$ cat src/rtl/if_id_queue.sv
// Fetch-to-decode instruction queue: circular buffer of {instr, pc8, exc} with single-cycle flush.
// Define IF_ID_QUEUE_BYPASS_EN to forward a push straight to the pop outputs when the queue is empty.
module if_id_queue #(
  parameter int unsigned DEPTH = 4
) (
  input  logic                     clk,
  input  logic                     reset,
  input  logic                     flush,
  input  logic                     push_valid,
  output logic                     push_ready,
  input  logic [31:0]              push_instr,
  input  logic [31:0]              push_pc8,
  input  logic [4:0]               push_exc,
  output logic                     pop_valid,
  input  logic                     pop_ready,
  output logic [31:0]              pop_instr,
  output logic [31:0]              pop_pc8,
  output logic [4:0]               pop_exc,
  output logic [$clog2(DEPTH):0]   count,
  output logic                     full,
  output logic                     empty
);

  localparam int unsigned AW = $clog2(DEPTH);
  localparam logic [AW:0] FullCnt = (AW+1)'(DEPTH);

  logic [AW-1:0] wp_q, wp_d;
  logic [AW-1:0] rp_q, rp_d;
  logic [AW:0]   count_q, count_d;

  logic [31:0] instr_mem [DEPTH];
  logic [31:0] pc8_mem   [DEPTH];
  logic [4:0]  exc_mem   [DEPTH];

  logic bypass;
  logic wr_en;
  logic rd_en;

  assign full  = (count_q == FullCnt);
  assign empty = (count_q == '0);
  assign count = count_q;

  always_comb begin
    bypass = 1'b0;
`ifdef IF_ID_QUEUE_BYPASS_EN
    bypass = empty && push_valid && pop_ready && !flush;
`endif
    push_ready = !full && !flush;
    pop_valid  = (!empty || bypass) && !flush;
    // A bypassed entry completes both handshakes without touching storage.
    wr_en = push_valid && push_ready && !bypass;
    rd_en = pop_valid && pop_ready && !bypass;
  end

  always_comb begin
    pop_instr = '0;
    pop_pc8   = '0;
    pop_exc   = '0;
    if (pop_valid) begin
      if (bypass) begin
        pop_instr = push_instr;
        pop_pc8   = push_pc8;
        pop_exc   = push_exc;
      end else begin
        pop_instr = instr_mem[rp_q];
        pop_pc8   = pc8_mem[rp_q];
        pop_exc   = exc_mem[rp_q];
      end
    end
  end

  always_comb begin
    wp_d    = wp_q;
    rp_d    = rp_q;
    count_d = count_q;
    if (flush) begin
      wp_d    = '0;
      rp_d    = '0;
      count_d = '0;
    end else begin
      if (wr_en) wp_d = wp_q + 1'b1;
      if (rd_en) rp_d = rp_q + 1'b1;
      unique case ({wr_en, rd_en})
        2'b10:   count_d = count_q + 1'b1;
        2'b01:   count_d = count_q - 1'b1;
        default: count_d = count_q;
      endcase
    end
  end

  always_ff @(posedge clk or negedge reset) begin
    if (!reset) begin
      wp_q    <= '0;
      rp_q    <= '0;
      count_q <= '0;
    end else begin
      wp_q    <= wp_d;
      rp_q    <= rp_d;
      count_q <= count_d;
    end
  end

  // Storage is not reset; count gates visibility of stale entries.
  always_ff @(posedge clk) begin
    if (wr_en) begin
      instr_mem[wp_q] <= push_instr;
      pc8_mem[wp_q]   <= push_pc8;
      exc_mem[wp_q]   <= push_exc;
    end
  end

endmodule

$ cat config.mk
export PLATFORM = sky130hd
export DESIGN_NAME = if_id_queue
export DESIGN_NICKNAME = d
export VERILOG_FILES = /design/src/rtl/if_id_queue.sv
export SDC_FILE = /design/constraint.sdc
export NUM_CORES = 1
export LEC_CHECK = 0
export BUFFER_PORTS_ARGS = -buffer_cell sky130_fd_sc_hd__buf_2
export CORE_MARGIN = 1.5
export CORE_UTILIZATION = 57
export DETAILED_ROUTE_END_ITERATION = 8
export PLACE_DENSITY = 0.79
export SKIP_CTS_REPAIR_TIMING = 1
export SYNTH_ARGS = -nofsm -noshare
export SYNTH_HDL_FRONTEND = slang
export SYNTH_SLANG_ARGS = --single-unit
$ cat constraint.sdc
create_clock -name clk -period 3.7 [get_ports clk]
set_clock_uncertainty 0.15 [all_clocks]
set_input_delay 0.37 -clock clk [delete_from_list [all_inputs] [get_ports clk]]
set_output_delay 0.37 -clock clk [all_outputs]
set_load 0.01 [all_outputs]
==> summary.txt <==
Placed design
  – Gpl congestion: 0.8527
  – HPWL Detailed: 12.41 mm
  – Pre-CTS setup slack: 0.9490 ns
  – Buffers on Ports: 149
  – Post-DP Area: 0.01208 sq mm

Layout
  – # diodes: 0
  – P&R area growth vs syn: 22.88%
  – Fin nets: 817
  – Fraction of layout cells with a size suffix above 1: 36.89%
  – Final instance area: 0.01363 sq mm
  – # fillers: 1157

Detailed routing
  – DR pass1 iterations: 4
  – DRC violation count after routing: 0
  – Starting DRC count in detailed routing: 327
  – WL/cell: 20.97 um
  – Post-DR vias/cell: 5.526
  – Remaining antenna violation count after routing: 0
  – DRT Wirelength: 21.37 mm
  – Vias: 5631

Floorplanning
  – Die Ht: 142.5 um
  – Core Footprint: 0.01889 sq mm
  – Initial Util: 58.69%
  – Die area: 0.02030 sq mm
  – Row count: 50
  – I/O pin count: 150
  – Die Wd: 142.5 um

Worst setup path
  – Slowest CP cell: dfrtp_1
  – Startpoint Class: flip-flop
  – Buf+Inv Stages, Crit Path: 2
  – Required @ worst endpoint: 3.18 ns
  – Critical Path End Type: output pin
  – CP max stage delay: 0.59 ns
  – CP delay by family, top: simple AND/OR/NAND/NOR gates
  – Critical path peak fanout: 27
  – CP arrival: 2.53 ns
  – CP cell instances: nor3_2, nor2_4, buf_4, and2_1, buf_2
  – Path type of the worst setup path: flip-flop to output pin

Synth
  – Top_reg_cell synth: edfxtp_1
  – Async SR Flop Fraction: 2.473%
  – Yosys warnings: 0
  – #FFs+latches synth: 283
  – Post-synthesis sequential area ratio: 76.33%
  – Mapped Avg Cell Area: 21.91 sq um
  – Synth top area cells: edfxtp_1, mux4_2, and2_1, dfrtp_1, buf_12
  – Post-synth net total: 585
  – Mapped Cells: 506
  – Netlist cell types: 35
  – Yosys top cell area share: 74.75%
  – Count leader, synth: edfxtp_1
  – EDFF count, synth: 276
  – Synthesized cell area: 0.01109 sq mm
  – Area leader, netlist: edfxtp_1
  – Commonest cells post-synth: edfxtp_1, and2_1, mux4_2

Timing
  – Setup violations, final: 0
  – Fmax: 327.5 MHz
  – Tcrit/Tclk final: 82.53%
  – Fin. Hold Viols: 0
  – Crit path time final: 3.054 ns
  – Setup TNS: 0 ns
  – Final Max Slew Viols: 0
  – Worst-margin pin slew: 0.7114 ns
  – Worst Setup Slack, final: 0.6464 ns
  – Unrepaired setup endpoints after global routing: no
  – Slew margin rel.: 52.57%

Power
  – Power per cell area: 521.0 mW/mm^2
  – Peak supply drop: 0.3830 mV
  – P_leak: 4.787 nW

GRT
  – Vias in the first global route: 5631
  – First-pass GRT wire length: 31.02 mm
  – Gr ovfl total: 0
  – Largest net degree at the start of global routing: 61
  – Initial antenna violation count: 0
  – GRT Total Usage: 20.31%

Clocking
  – CTS sink count: 283
  – Clock network latency to the later pin of the worst-skew pair: 0.52 ns
  – TritonCTS buffer count: 28
  – Root Driver: clkbuf_16
  – Clock-pin slew on the worst setup and hold paths: 0.06 ns
  – Max clock buf depth: 3
  – CTS H-Tree Depth: 1
  – CTS tree: built

Job
  – Max_cap viols: 0

Status
  – Status: complete, no violations

Worst hold path
  – Hold WC Path Type: input pin to flip-flop
## state kept, by name, indices dropped and copies added, names as in the netlist
signal,cells
instr_mem,128
pc8_mem,128
exc_mem,20
count,3
rp_q,2
wp_q,2
## path summary, 6_finish.rpt
kind / start / slack (ns) / cells after the start / end
worst max-delay path: count[2]$_DFFE_PN0P_ / 0.65 / 5 / pop_instr[14]
worst min-delay path: pop_ready / 0.03 / 2 / count[1]$_DFFE_PN0P_
worst min register to register: wp_q[0]$_DFFE_PN0P_ / 0.47 / 2 / wp_q[0]$_DFFE_PN0P_
worst max register to register: count[1]$_DFFE_PN0P_ / 0.90 / 9 / count[1]$_DFFE_PN0P_
min in group asynchronous: reset / 0.06 / 2 / count[2]$_DFFE_PN0P_
max in group asynchronous: reset / 3.16 / 2 / rp_q[0]$_DFFE_PN0P_
## report_power, final
part	switching, mW	leakage, nW	internal, mW
logic	0.388	1.77	0.411
registers	0.0699	2.60	3.65
clock network	1.12	0.418	1.46
## layer usage
metal	part of all wire (%)	track usage, %	wire (um)
met1	43	28.63	9195
met2	50	33.21	10720
met3	5.5	4.206	1174
met4	1.3	4.775	277
met5	0	0	0
## cells by family (layout without fill, tap and decap cells)
| group | after synthesis | in the layout | share of synthesized area (%) |
|---|---|---|---|
| AO/OA/AOI/OAI | 16 | 16 | 0.9705 |
| XOR/XNOR | 3 | 3 | 0.2370 |
| adder cells (fa/ha/maj) | 5 | 5 | 0.6319 |
| buffers and inverters | 32 | 285 | 2.358 |
| flip-flops | 283 | 283 | 76.33 |
| multiplexers | 71 | 71 | 14.25 |
| AND/OR/NAND/NOR | 96 | 96 | 5.225 |
## stage by stage
| step | hold WS (ns) | utilization, % | power, mW | std cells |
|---|---|---|---|---|
| after floorplan | -0.07559 | - | 4.303 | 506 |
| after global placement | 0.06320 | 63.96 | 4.505 | 898 |
| after detailed placement | 0.06390 | 63.96 | 4.536 | 898 |
| after CTS | -0.4869 | 68.41 | 7.094 | 949 |
| after global routing | 0.02794 | 72.12 | 7.340 | 1019 |
| final | 0.02957 | 72.12 | 7.099 | 1019 |
## cells in the final DEF, fill, tap and decap left out, types with 2 or more instances in the layout
cell type / count
dlygate4sd3_1: 70
clkinv_2: 8
nor3_1: 3
dfrtp_4: 2
a21oi_1: 5
xor2_1: 2
o21ai_0: 4
mux4_2: 68
ha_1: 4
nor2_1: 8
dfrtp_1: 5
and2_1: 71
and3_4: 4
nand2b_1: 3
nor3b_1: 2
buf_4: 8
buf_12: 4
buf_2: 149
clkinv_1: 7
edfxtp_1: 276
inv_1: 3
clkbuf_16: 28
clkbuf_1: 5
## final cells by class
class	instances	area [sq um]	area share, %
Sequential cell	283	8471	62.17
Multi-Input combinational cell	191	2391	17.55
Timing Repair Buffer	231	1587	11.64
Clock buffer	33	719.4	5.280
Tap cell	260	325.3	2.388
Clock inverter	18	121.4	0.8907
Inverter	3	11.26	0.08264
## worst reg2reg max path, delay by kind of cell, from the launching register on
kind	cells	cell delay, ns
compound gates	4	0.96
flops	1	0.56
fa+ha+maj	1	0.54
simple gates	4	0.47
Note: power is estimated with default switching activity, not from simulation.
